`config.mk`:
```
export PLATFORM = sky130hd
export DESIGN_NAME = rv32_alu_flat
export DESIGN_NICKNAME = d
export VERILOG_FILES = /design/src/rtl/rv32_alu_pkg.sv /design/src/rtl/rv32_alu_if.sv /design/src/rtl/rv32_alu_adder_subtractor.sv /design/src/rtl/rv32_alu.sv /design/src/flat_wrapper.sv
export SDC_FILE = /design/constraint.sdc
export NUM_CORES = 1
export LEC_CHECK = 0
export CORE_AREA = 8 8 148 184
export CTS_CLUSTER_SIZE = 28
export DETAILED_ROUTE_END_ITERATION = 12
export DIE_AREA = 0 0 156 192
export PLACE_DENSITY = 0.72
export SLEW_MARGIN = 10
export SYNTH_ARGS = -nofsm -noshare
export SYNTH_HDL_FRONTEND = slang
export SYNTH_SLANG_ARGS = --single-unit
```
`constraint.sdc`:
```
create_clock -name clk -period 5 [get_ports clk]
set_input_delay 1 -clock clk [delete_from_list [all_inputs] [get_ports clk]]
set_output_delay 1 -clock clk [all_outputs]
set_load 0.05 [all_outputs]
```
`src/rtl/rv32_alu_pkg.sv`:
```
// Shared ALU types: operation encodings and a mnemonic helper for reporting.
package alu_types;

  typedef enum logic [3:0] {
    ALU_INVALID = 4'b0000,
    ALU_AND     = 4'b0001,
    ALU_OR      = 4'b0010,
    ALU_XOR     = 4'b0011,
    ALU_SLL     = 4'b0101,
    ALU_SRL     = 4'b0110,
    ALU_SRA     = 4'b0111,
    ALU_ADD     = 4'b1000,
    ALU_SUB     = 4'b1100,
    ALU_SLT     = 4'b1101,
    ALU_SLTU    = 4'b1111
  } alu_control_t;

  function automatic string alu_control_name(alu_control_t c);
    case (c)
      ALU_INVALID: return "INVALID";
      ALU_AND:     return "AND";
      ALU_OR:      return "OR";
      ALU_XOR:     return "XOR";
      ALU_SLL:     return "SLL";
      ALU_SRL:     return "SRL";
      ALU_SRA:     return "SRA";
      ALU_ADD:     return "ADD";
      ALU_SUB:     return "SUB";
      ALU_SLT:     return "SLT";
      ALU_SLTU:    return "SLTU";
      default:     return "UNLISTED";
    endcase
  endfunction

endpackage

```
`src/rtl/rv32_alu_if.sv`:
```
// Operand/control and registered result bundle between the operand muxes and the ALU.
interface rv32_alu_if
  import alu_types::*;
#(
  parameter int N = 32
);
  logic [N-1:0] a;
  logic [N-1:0] b;
  alu_control_t control;
  logic [N-1:0] result;
  logic         overflow;
  logic         zero;
  logic         equal;

  modport master (
    output a, b, control,
    input  result, overflow, zero, equal
  );

  modport slave (
    input  a, b, control,
    output result, overflow, zero, equal
  );
endinterface

```
`src/rtl/rv32_alu_adder_subtractor.sv`:
```
// N-bit adder/subtractor; subtraction is a + ~b + 1 so carry_out doubles as "no borrow".
module adder_subtractor #(
  parameter int N = 32
) (
  input  logic [N-1:0] a,
  input  logic [N-1:0] b,
  input  logic         sub,
  output logic [N-1:0] sum,
  output logic         carry_out,
  output logic         overflow
);
  logic [N-1:0] b_eff;

  assign b_eff = sub ? ~b : b;
  assign {carry_out, sum} = {1'b0, a} + {1'b0, b_eff} + {{N{1'b0}}, sub};
  // Operands agreeing in sign (after inversion) but a result of the other sign.
  assign overflow = (a[N-1] == b_eff[N-1]) && (sum[N-1] != a[N-1]);
endmodule

```
`src/rtl/rv32_alu.sv`:
```
// Registered RV32I ALU: logic, shift, add/sub and set-less-than with overflow/zero/equal flags.
module rv32_alu
  import alu_types::*;
#(
  parameter int N = 32
) (
  input logic        clk,
  input logic        rst,
  rv32_alu_if.slave  bus
);
  logic [N-1:0] sum;
  logic         carry_out;
  logic         add_ovf;
  logic         is_sub;
  logic [4:0]   shamt;

  logic [N-1:0] result_d, result_q;
  logic         overflow_d, overflow_q;
  logic         zero_d, zero_q;
  logic         equal_d, equal_q;

  assign is_sub = (bus.control == ALU_SUB) || (bus.control == ALU_SLT) ||
                  (bus.control == ALU_SLTU);
  assign shamt  = bus.b[4:0];

  adder_subtractor #(.N(N)) u_addsub (
    .a         (bus.a),
    .b         (bus.b),
    .sub       (is_sub),
    .sum       (sum),
    .carry_out (carry_out),
    .overflow  (add_ovf)
  );

  always_comb begin
    result_d   = '0;
    overflow_d = 1'b0;
    case (bus.control)
      ALU_AND: result_d = bus.a & bus.b;
      ALU_OR:  result_d = bus.a | bus.b;
      ALU_XOR: result_d = bus.a ^ bus.b;
      ALU_SLL: result_d = bus.a << shamt;
      ALU_SRL: result_d = bus.a >> shamt;
      ALU_SRA: result_d = N'($signed(bus.a) >>> shamt);
      ALU_ADD: begin
        result_d   = sum;
        overflow_d = add_ovf;
      end
      ALU_SUB: begin
        result_d   = sum;
        overflow_d = add_ovf;
      end
      // Sign of the difference is wrong exactly when the subtraction overflowed.
      ALU_SLT:  result_d = {{(N-1){1'b0}}, sum[N-1] ^ add_ovf};
      ALU_SLTU: result_d = {{(N-1){1'b0}}, ~carry_out};
      default: begin
        result_d   = '0;
        overflow_d = 1'b0;
      end
    endcase
    zero_d  = (result_d == '0);
    equal_d = (bus.a == bus.b);
  end

  always_ff @(posedge clk) begin
    if (rst) begin
      result_q   <= '0;
      overflow_q <= 1'b0;
      zero_q     <= 1'b1;
      equal_q    <= 1'b0;
    end else begin
      result_q   <= result_d;
      overflow_q <= overflow_d;
      zero_q     <= zero_d;
      equal_q    <= equal_d;
    end
  end

  assign bus.result   = result_q;
  assign bus.overflow = overflow_q;
  assign bus.zero     = zero_q;
  assign bus.equal    = equal_q;
endmodule

```
`src/flat_wrapper.sv`:
```
// flat-port wrapper written by rule: the top's interface ports become plain ports
module rv32_alu_flat import alu_types::*;
#(
  parameter int N = 32
)
  (clk, rst, bus_a, bus_b, bus_control, bus_result, bus_overflow, bus_zero, bus_equal);
  rv32_alu_if #(.N(N)) bus_i ();
  input logic clk;
  input logic rst;
  input wire logic [$bits(bus_i.a)-1:0] bus_a;
  input wire logic [$bits(bus_i.b)-1:0] bus_b;
  input wire logic [$bits(bus_i.control)-1:0] bus_control;
  output wire logic [$bits(bus_i.result)-1:0] bus_result;
  output wire logic [$bits(bus_i.overflow)-1:0] bus_overflow;
  output wire logic [$bits(bus_i.zero)-1:0] bus_zero;
  output wire logic [$bits(bus_i.equal)-1:0] bus_equal;
  assign bus_i.a = bus_a;
  assign bus_i.b = bus_b;
  assign bus_i.control = bus_control;
  assign bus_result = bus_i.result;
  assign bus_overflow = bus_i.overflow;
  assign bus_zero = bus_i.zero;
  assign bus_equal = bus_i.equal;
  rv32_alu #(.N(N)) u_core (.clk(clk), .rst(rst), .bus(bus_i));
endmodule
```
== Word level (Yosys, flattened, before mapping) ==
Cells that the tools add are included.
Storage, ports and cells
  flip-flop bits (word level): 35
  bits of input ports: 70
  output and inout bits: 35
Operators by class
  multiplexer cells: 2
  reduce and logical (&&, ||, !) cells: 6
  bitwise gates (word level): 7
  add/subtract/negate cells: 2
  shift operators: 3
  eq/ne operators: 13
Operators by type and width (number)
  $pmux 32 s9: 1
  $add 32x32->33: 1
  $add 33x1->33: 1
  $and 32x32->32: 1
  $eq 32x32->1: 1
  $logic_not 32->1: 1
  $mux 32: 1
  $not 32->32: 1
  $or 32x32->32: 1
  $shl 32x5->32: 1
  $shr 32x5->32: 1
  $sshr 32x5->32: 1
  $xor 32x32->32: 1
  $eq 4x4->1 const B: 4
  $eq 4x3->1 const B: 3
  $eq 4x2->1 const B: 2
  $eq 4x1->1 const B: 1
  $reduce_or 2->1: 2
  $logic_or 1x1->1: 2
  $not 1->1: 2
  $eq 1x1->1: 1
  $logic_and 1x1->1: 1
  $ne 1x1->1: 1
  $xor 1x1->1: 1

== Depth between registers and ports, before layout ==
Gate-level depths: netlist of the first run.
  depth after elaboration: 11
  depth in mapped cells: 17

== Cells and area by module ==
A second synthesis of the first run with hierarchy kept.
Unflattened totals
  cells, all modules: 1182
  area, all modules: 9211.3 um^2
Modules (own cells, without submodules)
  rv32_alu: times used 1, area an instance 7228.2 um^2, cells each 906, seq. area each 700.7 um^2
  adder_subtractor: times used 1, area an instance 1983.2 um^2, cells each 276, seq. area each 0.0 um^2

== Worst setup path before layout of the first run ==
Ideal clock, no wire load.
  kind: in2reg
  start: in bus_b[2]
  end: reg u_core.zero_q (netlist: u_core.bus.zero)
  arrival time: 4799 ps
  setup slack: 141 ps
  path buffers: 3
  required time: 4940 ps
  stages: 15
  cell sequence: inv_2 > buf_1 > buf_2 > buf_1 > xnor2_1 > ha_1 > nand2_1 > o41a_1 > o211ai_1 > a311o_1 > mux2i_1 > o2111ai_1 > or4_1 > nor4_1 > a41o_1
On the way
  cells in the longest elaborated chain, start to end: 9
  elaborated cells between the ends (all ways): 16
  those cells by class: add/sub (2); eq/ne (1); shift (3); mux (2); bitwise (6); reduce/logical (2)
RTL lines
  start, declared: RTL line flat_wrapper.sv:11  | input wire logic [$bits(bus_i.b)-1:0] bus_b;
  $not 32->32: RTL line rv32_alu_adder_subtractor.sv:14  | assign b_eff = sub ? ~b : b;
  $mux 32: RTL line rv32_alu_adder_subtractor.sv:14
  $add 32x32->33: RTL line rv32_alu_adder_subtractor.sv:15  | assign {carry_out, sum} = {1'b0, a} + {1'b0, b_eff} + {{N{1'b0}}, sub};
  $add 33x1->33: RTL line rv32_alu_adder_subtractor.sv:15
  $ne 1x1->1: RTL line rv32_alu_adder_subtractor.sv:17  | assign overflow = (a[N-1] == b_eff[N-1]) && (sum[N-1] != a[N-1]);
  $logic_and 1x1->1: RTL line rv32_alu_adder_subtractor.sv:17
  $xor 1x1->1: RTL line rv32_alu.sv:54  | ALU_SLT: result_d = {{(N-1){1'b0}}, sum[N-1] ^ add_ovf};
  $pmux 32 s9 (*): RTL line rv32_alu.sv:38  | case (bus.control)
  $logic_not 32->1 (*): RTL line rv32_alu.sv:61  | zero_d = (result_d == '0);
  end signal, assigned: RTL line rv32_alu.sv:74  | zero_q <= zero_d;
  end, declared: RTL line rv32_alu.sv:19  | logic zero_d, zero_q;
Mark *: on every way between the ends. The rest lies on a longest branch, timed or not.
A chain may end at the register's enable or synchronous reset.

== Final worst setup path of the first run ==
  start: in bus_a[27]
  end: reg u_core.zero_q (netlist: u_core.bus.zero)
On the way
  cells in the longest elaborated chain, start to end: 7
  elaborated cells between the ends (all ways): 14
  those cells by class: add/sub (2); eq/ne (1); shift (3); mux (1); bitwise (5); reduce/logical (2)
RTL lines
  start, declared: RTL line flat_wrapper.sv:10  | input wire logic [$bits(bus_i.a)-1:0] bus_a;
  $add 32x32->33: RTL line rv32_alu_adder_subtractor.sv:15
  $add 33x1->33: RTL line rv32_alu_adder_subtractor.sv:15
  $ne 1x1->1: RTL line rv32_alu_adder_subtractor.sv:17
  $logic_and 1x1->1: RTL line rv32_alu_adder_subtractor.sv:17
  $xor 1x1->1: RTL line rv32_alu.sv:54
  $pmux 32 s9 (*): RTL line rv32_alu.sv:38
  $logic_not 32->1 (*): RTL line rv32_alu.sv:61
Marked as above.

==> run summary, run 1 <==
• 4210 microns — Met3 Routed Length
• 0 — Diodes inserted
• compound AO/OA/AOI/OAI gates — main combinational cell family by area after synthesis
• 39.3% — effective utilization at floorplan
• 0.05 ns — clock slew at reported path FFs
• 1.16 ns — pin slew with the least headroom to its limit
• 13.8% — part of the power in registers
• 11000 — vias in the first global route
• 192 microns — floorplan die height
• 0% — fraction of registers with async set or reset after synthesis
• 11400 — via count of the routed design
• 7.78 sq um — post-synthesis average cell area
• 6.45 — per-cell via count in the routed design
• register — kind of end point of the critical path
• sky130_fd_sc_hd__dfxtp_1 — commonest register cell after synthesis
• sky130_fd_sc_hd__buf_4 — most frequent standard cell in the layout excluding fill and tap cells
• 0.00953 sq mm — cell area after synthesis
• 1.04 — weighted congestion at the end of routability-driven global placement
• 70.0% — combinational power share
• 0 — max-slew violations
• 5.18 nW — cell leakage power
• 0.00815 sq mm — area occupied by multi-input gates
• 18500 microns — routed metal-1 wire length
• 35 — post-synthesis register bit count
• 0 — total count of hold-check failures in the final report
• 2 — maximum clock path buffer count
• 7.35% — portion of the post-synthesis area used by sequential elements
• 29.0% — area overhead of the layout relative to synthesis
• input port — crit start category
• 1609 — Final nets
• finished, final reports clean — result of the run
• 23200 microns — met2 WL post-DR
• 98.0% — fraction of the cycle the final worst path needs
• 0 — Yosys warning count
• 0.00102 W — P_sw
• sky130_fd_sc_hd__buf_4 (195), sky130_fd_sc_hd__nand2_1 (116), sky130_fd_sc_hd__clkdlybuf4s50_1 (100) — commonest cells after routing, fill and taps aside
• 71400 microns — first-pass GRT wire length
• 5.22 ns — CP required
• 2 — Max H-tree Level
• yes — TritonCTS clock tree
• 49000 microns — drt total wl
• 0 — global-route congestion overflow total
• 21.0% — max-slew headroom at the worst pin
• 5 — TritonCTS Buffers
• 0 — Max-Cap Viols
• input port to register — Worst Hold Class
• 84 — count of cell types in the netlist
• 0 — total DRC errors in the routed layout
• 31.9% — All-Layer GR Usage
• 40200 microns — HPWL reported at the end of detailed placement
• 0.204 GHz — highest attainable clock frequency
• 0 — initial antenna violation count
• 1.55 ns — Final Hold Slack
• sky130_fd_sc_hd__clkbuf_16 — buffer type at the clock tree root
• 21.6% — multiplexer area fraction after synthesis
• 156 microns — Die Wd
• 21.1% — simple-gate share of the synthesized area
• 0 — Final setup viols
• 35 — clock net sink count
• 9 — crit-path max FO
• 105 — IO Count
• 1381 — initial drt markers
• 2404 — fillcell total
• 1226 — Gate Count Post-Synth
• 0.0300 sq mm — die footprint
• 21.7% — share of final-layout standard cells stronger than drive strength 1
• 6 — number of iterations in the first detailed-routing pass
• 701 sq um — flip-flop and latch area
• 0 — post-detailed-route count of antenna-violating nets
• false — unrepaired setup endpoints after global routing
• input port to register — crit path kind
• 0.00120 W — cell internal pwr
• 0.152 mV — worst vdd ir
• 25.6% — post-synthesis compound-gate area fraction
• 45.8% — switching share of total power
• 0.0243 sq mm — Core Area
• 1394 — Syn Nets
• 180 mW/mm^2 — power per standard cell area
• met4 — topmost layer with routed signal wires
• 16.3% — clock network fraction of design power
• 27.7 microns — detail-routed net length per standard cell
• 4.90 ns — min Tclk post-route
• 0 — number of flops mapped to enable cells by yosys
• 57 — maximum number of pins on one net before global-route repair
• 3.77% — fraction of synthesized cell area in xor and xnor cells
• 12.9% — adder-cell share of the synthesized area
• 5.12 ns — data arrival time of the worst path
• 64 — placement row count
• 0.00222 W — Power, Total
• 104 — number of buffer cells added on primary ports
[final cells by class]
type	instances	share of cell area, %
multi-input cells	1021	66.3
repair buffers	302	20.9
flip-flops and latches	35	5.70
well taps	330	3.36
inverters	76	2.32
clock buffers	6	1.13
clock inverters	2	0.285
[routing by layer]
metal	vias up	global-route usage (%)
met2	668	53.8
met1	5543	38.7
met5	-	0
li1	5079	-
met3	148	3.69
met4	0	18.7
[sequential cells by signal (all words and copies together) (netlist names)]
| name | flops |
|---|---|
| u_core.bus.equal | 1 |
| u_core.bus.overflow | 1 |
| u_core.bus.result | 32 |
| u_core.bus.zero | 1 |
[critical path, stage by stage]
cell and delay (ns):
sky130_fd_sc_hd__clkdlybuf4s50_1 0.58, sky130_fd_sc_hd__mux4_2 0.54, sky130_fd_sc_hd__buf_4 0.17, sky130_fd_sc_hd__a22oi_1 0.22
sky130_fd_sc_hd__nor4_1 0.12, sky130_fd_sc_hd__buf_4 0.17, sky130_fd_sc_hd__a2111oi_0 0.90, sky130_fd_sc_hd__o211ai_1 0.28
sky130_fd_sc_hd__nor4_2 0.31, sky130_fd_sc_hd__nand4_1 0.23, sky130_fd_sc_hd__nor4_2 0.38, sky130_fd_sc_hd__a41o_1 0.20
[path summary, 6_finish.rpt]
check  startpoint                     to  slack, ns  depth (start not counted)
max     bus_a[27]        u_core.bus.zero       0.10                         12
min           rst  u_core.bus.result[13]       1.55                          3
[synth_stat cells, drive strengths merged (4+ instances only)]
library cell  count  area, sq um
a2111oi           8         82.6
a211o             4         35.0
a211oi           18          135
a21o             17          128
a21oi            67          335
a221o             7         70.1
a221oi            4         35.0
a22o              4         35.0
a22oi            20          150
a311o             4         40.0
a31oi             5         31.3
a32oi            14          123
and2             11         68.8
and3             11         68.8
buf              36          225
clkbuf           58          218
dfxtp            35          701
ha               97         1210
inv              74          278
mux2             24          270
mux2i            46          460
mux4             59         1330
nand2           116          435
nand2b           30          188
nand3            28          140
nand4            17          106
nor2             85          319
nor2b            26          163
nor3             24          120
nor4             20          125
o2111ai           5         43.8
o211ai           17          128
o21a              5         37.5
o21ai            66          330
o21ba             5         50.1
o21bai            5         37.5
o221ai            9         78.8
o22ai            18          113
o31ai            11         82.6
or2               5         31.3
or3              14         87.6
or4               4         30.0
xnor2            37          324
xor2              4         35.0
[timing repair]
| action | 4_1_cts | 5_1_grt |
|---|---|---|
| hold buffers | 0 | 0 |
| setup endpoints to repair | 0 | 2 |
| setup buffers | 0 | 6 |
| gates resized for setup | 0 | 7 |
[kinds of logic after synthesis]
group           Yosys count
simple gates            405
compound gates          348
buf+inv                 170
mux                     129
fa+ha+maj                98
xor+xnor                 41
flops                    35
[metrics by stage]
step	area (sq um)	std cells	setup slack, ns	util (%)	setup TNS [ns]
4_1_cts	12200	1766	0.132	50.4	0
2_1_floorplan	9530	1226	0.141	-	0
3_3_place_gp	12100	1758	-0.0807	49.7	-0.121
5_1_grt	12300	1772	0.0134	50.7	0
6_report	12300	1772	0.102	50.7	0
3_5_place_dp	12100	1758	-0.149	49.7	-0.238
[power groups by stage]
stage	logic (W)	registers (W)	clock network, W
finish	0.00155	0.000305	0.000360
global route	0.00164	0.000307	0.000374
CTS	0.00150	0.000305	0.000369
detailed placement	0.00150	0.000311	0
global placement	0.00149	0.000311	0
floorplan	0.000771	0.000387	0
(Power assumes the default switching activity.)
==> run 2: changes to the inputs <==
--- a/config.mk
+++ b/config.mk
@@ -5,11 +5,11 @@
 export SDC_FILE = /design/constraint.sdc
 export NUM_CORES = 1
 export LEC_CHECK = 0
-export CORE_AREA = 8 8 148 184
+export CORE_AREA = 8 8 155 193
 export CTS_CLUSTER_SIZE = 28
 export DETAILED_ROUTE_END_ITERATION = 12
-export DIE_AREA = 0 0 156 192
-export PLACE_DENSITY = 0.72
+export DIE_AREA = 0 0 163 201
+export PLACE_DENSITY = 0.68
 export SLEW_MARGIN = 10
 export SYNTH_ARGS = -nofsm -noshare
 export SYNTH_HDL_FRONTEND = slang
==> run 2 against run 1 <==
Against the previous run:
- maximum frequency is 2.0% higher
- final cell count is 1.4% lower
- non-clock buffer count is 39 lower
- count of clock-buffer cells in the layout is 1 lower
- clock power is 18% lower
- flip-flop and latch count stayed put
- first-iteration DRC count is 1.7% lower
- power is 5.5% lower
==> run summary, run 2 (same netlist as run 1, synthesis figures left out) <==
• finished, final reports clean — result of the run
• 201 microns — floorplan die height
• 0.00209 W — Power, Total
• 163 microns — Die Wd
• sky130_fd_sc_hd__or4_1 — critical-path cell with the highest stage delay
• 0.000991 W — P_sw
• 0 — Final setup viols
• 0 — Diodes inserted
• 5 — TritonCTS Buffers
• 105 — IO Count
• 0.0922 mV — worst vdd ir
• 1570 — Final nets
• 1.02 — weighted congestion at the end of routability-driven global placement
• 6.35 — per-cell via count in the routed design
• 0 — Max-Cap Viols
• 2712 — fillcell total
• 0 — number of hold buffers added after CTS
• 38700 microns — HPWL reported at the end of detailed placement
• 35 — clock net sink count
• 5.03 ns — data arrival time of the worst path
• 0.00110 W — cell internal pwr
• 47.4% — switching share of total power
• 11100 — via count of the routed design
• 26.0% — area overhead of the layout relative to synthesis
• 0 — post-detailed-route count of antenna-violating nets
• 0 ns — final total negative setup slack
• 27.7% — All-Layer GR Usage
• 0.208 GHz — highest attainable clock frequency
• 0.56 ns — Slowest Stage Delay on Critical Path
• 1739 — placed cell count
• 5 — number of iterations in the first detailed-routing pass
• 5.22 ns — CP required
• 27.0 microns — detail-routed net length per standard cell
• false — unrepaired setup endpoints after global routing
• 68900 microns — first-pass GRT wire length
• 40.3% — max-slew headroom at the worst pin
• 0 — total DRC errors in the routed layout
• rst — startpoint of the worst hold path
• 4.80 ns — min Tclk post-route
• 0.00814 sq mm — area occupied by multi-input gates
• 19.5% — share of final-layout standard cells stronger than drive strength 1
• sky130_fd_sc_hd__buf_4 — most frequent standard cell in the layout excluding fill and tap cells
• u_core.bus.result[3] — Worst Hold Endpoint
• 4.98 nW — cell leakage power
• 71.4% — combinational power share
• 14.6% — part of the power in registers
• 0.05 ns — clock slew at reported path FFs
• 0 — total count of hold-check failures in the final report
• input port to register — crit path kind
• 0 — initial antenna violation count
• -0.242 ns — pre-CTS setup slack
• 0.0328 sq mm — die footprint
• 47200 microns — drt total wl
• 0.872 ns — pin slew with the least headroom to its limit
• input port to register — Worst Hold Class
• input port — crit start category
• 10700 — vias in the first global route
• 35.8% — effective utilization at floorplan
• 701 sq um — flip-flop and latch area
• sky130_fd_sc_hd__clkbuf_16 — buffer type at the clock tree root
• 0.0267 sq mm — Core Area
• 0 — global-route congestion overflow total
• yes — TritonCTS clock tree
• 32 — max reg flops
• 14.0% — clock network fraction of design power
• 104 — number of buffer cells added on primary ports
• 174 mW/mm^2 — power per standard cell area
• clkdlybuf4s50_1 -> nand2_1 -> nor2_4 -> buf_12 -> xnor2_1 -> ha_1 -> a21oi_1 -> o21ai_0 -> a21o_1 -> a311o_1 -> mux2i_1 -> o2111ai_1 -> or4_1 -> nor4_2 -> a41o_1 — cells along the critical path
• 2 — Max H-tree Level
• 0.198 ns — crit path setup slack, layout
• 57 — maximum number of pins on one net before global-route repair
• sky130_fd_sc_hd__buf_4 (154), sky130_fd_sc_hd__nand2_1 (116), sky130_fd_sc_hd__clkdlybuf4s50_1 (100) — commonest cells after routing, fill and taps aside
• bus_control[3] — launching element of the worst setup path
• 0 — max-slew violations
• register — kind of end point of the critical path
• 2 — maximum clock path buffer count
• 96.0% — fraction of the cycle the final worst path needs
• 67 — placement row count
• 1748 — post-route non-filler standard cell count
• 3 — number of cells traversed by the worst hold path
• 25 — crit-path max FO
• 1357 — initial drt markers
-- run 2: what timing repair did --
| action | in CTS | in global routing |
|---|---|---|
| setup endpoints to repair | 0 | 1 |
| resized for setup | 0 | 5 |
| endpoints found under the hold margin | 0 | 0 |
| setup buffers | 0 | 1 |
-- run 2: worst max path at each step --
| stage | to | slack (ns) |
|---|---|---|
| after CTS | u_core.bus.zero | 0.05 |
| after global placement | u_core.bus.zero | -0.28 |
| after global routing | u_core.bus.zero | 0.01 |
| after detailed placement | u_core.bus.zero | -0.24 |
| final | u_core.bus.zero | 0.20 |
| after floorplan | u_core.bus.zero | 0.14 |
-- run 2: per-stage QoR --
step	utilization, %	hold WS, ns	cell area, sq um
detailed placement	44.4	1.81	11800
global route	45.1	1.55	12000
finish	45.1	1.53	12000
floorplan	-	1.07	9530
CTS	45.0	1.53	12000
global placement	44.4	1.81	11800
-- run 2: layout make-up --
cell class              count  area share [%]
flip-flops and latches     35            5.83
inverters                  76            2.37
repair buffers            263            19.2
multi-input cells        1021            67.8
clock buffers               5            1.04
well taps                 345            3.59
clock inverters             3           0.167
-- run 2: power by group through the flow --
stage / logic (W) / clock network (W) / registers [W]
2_1_floorplan: 0.000771 / 0 / 0.000387
3_3_place_gp: 0.00145 / 0 / 0.000311
3_5_place_dp: 0.00145 / 0 / 0.000312
4_1_cts: 0.00146 / 0.000298 / 0.000306
5_1_grt: 0.00158 / 0.000308 / 0.000307
6_report: 0.00149 / 0.000294 / 0.000306
-- run 2: layer usage --
| layer | share of wire (%) | track usage [%] | vias up | wire length, microns |
|---|---|---|---|---|
| met5 | 0 | 0 | - | 0 |
| met4 | 7.0 | 17.6 | 0 | 3320 |
| met3 | 7.2 | 2.75 | 127 | 3380 |
| met2 | 46 | 44.4 | 588 | 21700 |
| met1 | 40 | 34.9 | 5370 | 18800 |
| li1 | - | - | 5014 | - |
-- run 2: critical path, delay by kind of cell --
kind                     cells  cell delay [ns]
AO/OA/AOI/OAI                6             1.41
XOR/XNOR                     1             0.14
adder cells (fa/ha/maj)      1             0.30
buffers and inverters        2             0.74
multiplexers                 1             0.17
AND/OR/NAND/NOR              4             1.26
==> run 3: changes to the inputs <==
--- a/config.mk
+++ b/config.mk
@@ -10,6 +10,7 @@
 export DETAILED_ROUTE_END_ITERATION = 12
 export DIE_AREA = 0 0 163 201
 export PLACE_DENSITY = 0.68
+export REMOVE_ABC_BUFFERS = 1
 export SLEW_MARGIN = 10
 export SYNTH_ARGS = -nofsm -noshare
 export SYNTH_HDL_FRONTEND = slang
==> run 3 against run 2 <==
Against the previous run:
- global-route usage grew 2.6 points
- sequential share of layout area decreased by 0.32 points
- via count up 6.9%
- utilization rose by 2.6 points
- combinational power grew 12%
- die area stayed put
- critical path depth increased by 3
- cell area increased by 5.9%
- routed wire length increased by 8.9%
- power increased by 9.1%
==> run summary, run 3 (same netlist as run 1, synthesis figures left out) <==
• 14 — crit-path max FO
• 0 — number of hold buffers added after CTS
• 27.9 microns — detail-routed net length per standard cell
• 2 — maximum clock path buffer count
• 1822 — placed cell count
• 5.24 ns — CP required
• 0.210 GHz — highest attainable clock frequency
• 0 — Final setup viols
• 51400 microns — drt total wl
• 0.0267 sq mm — Core Area
• 35 — clock net sink count
• 0 — post-detailed-route count of antenna-violating nets
• 0 ns — final total negative setup slack
• sky130_fd_sc_hd__buf_4 (245), sky130_fd_sc_hd__nand2_1 (116), sky130_fd_sc_hd__clkdlybuf4s50_1 (99) — commonest cells after routing, fill and taps aside
• input port to register — crit path kind
• 67 — placement row count
• 5 — TritonCTS Buffers
• 2 — initial antenna violation count
• 0.249 ns — crit path setup slack, layout
• 24.6% — share of final-layout standard cells stronger than drive strength 1
• 1.05 — weighted congestion at the end of routability-driven global placement
• finished, final reports clean — result of the run
• 4.75 ns — min Tclk post-route
• 32 — max reg flops
• false — unrepaired setup endpoints after global routing
• 0.0127 sq mm — Layout Cell Area excl Fill
• 74900 microns — first-pass GRT wire length
• 163 microns — Die Wd
• 4.99 ns — data arrival time of the worst path
• 1322 — initial drt markers
• 1.08 ns — pin slew with the least headroom to its limit
• 0 — total DRC errors in the routed layout
• 0.00228 W — Power, Total
• 2669 — fillcell total
• 30.3% — All-Layer GR Usage
• 5.44 nW — cell leakage power
• bus_control[3] — launching element of the worst setup path
• 0.00818 sq mm — area occupied by multi-input gates
• 0.0328 sq mm — die footprint
• register — kind of end point of the critical path
• 41700 microns — HPWL reported at the end of detailed placement
• 0.0124 sq mm — placed cell areas
• 0 — Max-Cap Viols
• 0 — global-route congestion overflow total
• 33.4% — area overhead of the layout relative to synthesis
• 11900 — via count of the routed design
• 57 — maximum number of pins on one net before global-route repair
• u_core.bus.zero — timing endpoint of the critical path
• 0.06 ns — clock slew at reported path FFs
• -0.397 ns — pre-CTS setup slack
• 0.114 mV — worst vdd ir
• 95.0% — fraction of the cycle the final worst path needs
• input port to register — Worst Hold Class
• 6.45 — per-cell via count in the routed design
• 1840 — post-route non-filler standard cell count
• 1661 — Final nets
• 11600 — vias in the first global route
• 105 — IO Count
• yes — TritonCTS clock tree
• 26.3% — max-slew headroom at the worst pin
• sky130_fd_sc_hd__clkbuf_16 — buffer type at the clock tree root
• 6 — number of iterations in the first detailed-routing pass
• sky130_fd_sc_hd__buf_4 — most frequent standard cell in the layout excluding fill and tap cells
• input port — crit start category
• 0 — total count of hold-check failures in the final report
• 701 sq um — flip-flop and latch area
• 180 mW/mm^2 — power per standard cell area
• 2 — Max H-tree Level
• 104 — number of buffer cells added on primary ports
• 0 — max-slew violations
• 201 microns — floorplan die height
• 35.8% — effective utilization at floorplan
-- run 3: area by class of cell --
type | count | area share, %
antenna | 1 | 0.0197
clock buffer | 7 | 1.04
clock inverter | 1 | 0.0394
inverter | 76 | 2.24
multi-input combinational | 1021 | 64.3
sequential | 35 | 5.51
tap | 345 | 3.39
timing repair buffer | 354 | 23.5
-- run 3: metrics by stage --
stage | hold WS, ns | util [%]
after CTS | 1.67 | 47.3
after global placement | 1.96 | 46.7
after floorplan | 1.07 | -
final | 1.67 | 47.7
after detailed placement | 1.96 | 46.7
after global routing | 1.72 | 47.7
-- run 3: critical path, cell delays in order --
cell	delay [ns]
sky130_fd_sc_hd__clkdlybuf4s50_1	0.47
sky130_fd_sc_hd__nand2_1	0.11
sky130_fd_sc_hd__nor2_4	0.12
sky130_fd_sc_hd__buf_12	0.15
sky130_fd_sc_hd__buf_12	0.17
sky130_fd_sc_hd__xnor2_1	0.09
sky130_fd_sc_hd__ha_1	0.32
sky130_fd_sc_hd__nand4_1	0.11
sky130_fd_sc_hd__or3b_1	0.39
sky130_fd_sc_hd__o211ai_1	0.09
sky130_fd_sc_hd__buf_4	0.17
sky130_fd_sc_hd__buf_4	0.11
sky130_fd_sc_hd__a311o_1	0.25
sky130_fd_sc_hd__mux2i_1	0.21
sky130_fd_sc_hd__o2111ai_1	0.15
sky130_fd_sc_hd__or4_1	0.55
sky130_fd_sc_hd__nor4_2	0.32
sky130_fd_sc_hd__a41o_1	0.19
-- run 3: worst min-delay path by stage --
stage	startpoint	end	slack, ns	depth (start not counted)
finish	bus_b[16]	u_core.bus.equal	1.67	6
global route	bus_b[15]	u_core.bus.equal	1.72	6
CTS	bus_b[16]	u_core.bus.equal	1.67	6
detailed placement	u_core.bus.result[26]	bus_result[26]	1.96	1
global placement	u_core.bus.result[11]	bus_result[11]	1.96	1
floorplan	rst	u_core.bus.result[25]	1.07	1
-- run 3: what timing repair did --
| action | 4_1_cts | 5_1_grt |
|---|---|---|
| pin swaps | 1 | 16 |
| setup buffers | 1 | 8 |
| resized for setup | 1 | 16 |
| endpoints found under the setup margin | 1 | 1 |
-- run 3: where the power goes --
| part | total [W] | internal (W) | leakage [nW] | switching (W) |
|---|---|---|---|---|
| combinational | 0.00167 | 0.000725 | 5.08 | 0.000943 |
| clock | 0.000311 | 0.000184 | 0.0679 | 0.000127 |
| sequential | 0.000305 | 0.000300 | 0.287 | 0.00000472 |
-- run 3: per-layer routing --
metal  part of all wire, %  track usage [%]  up-vias
li1                      -                -     5186
met1                    37             36.0     5683
met2                    45             48.3      801
met3                   9.6             5.58      197
met4                   8.2             21.3        2
met5                 0.025                0        -
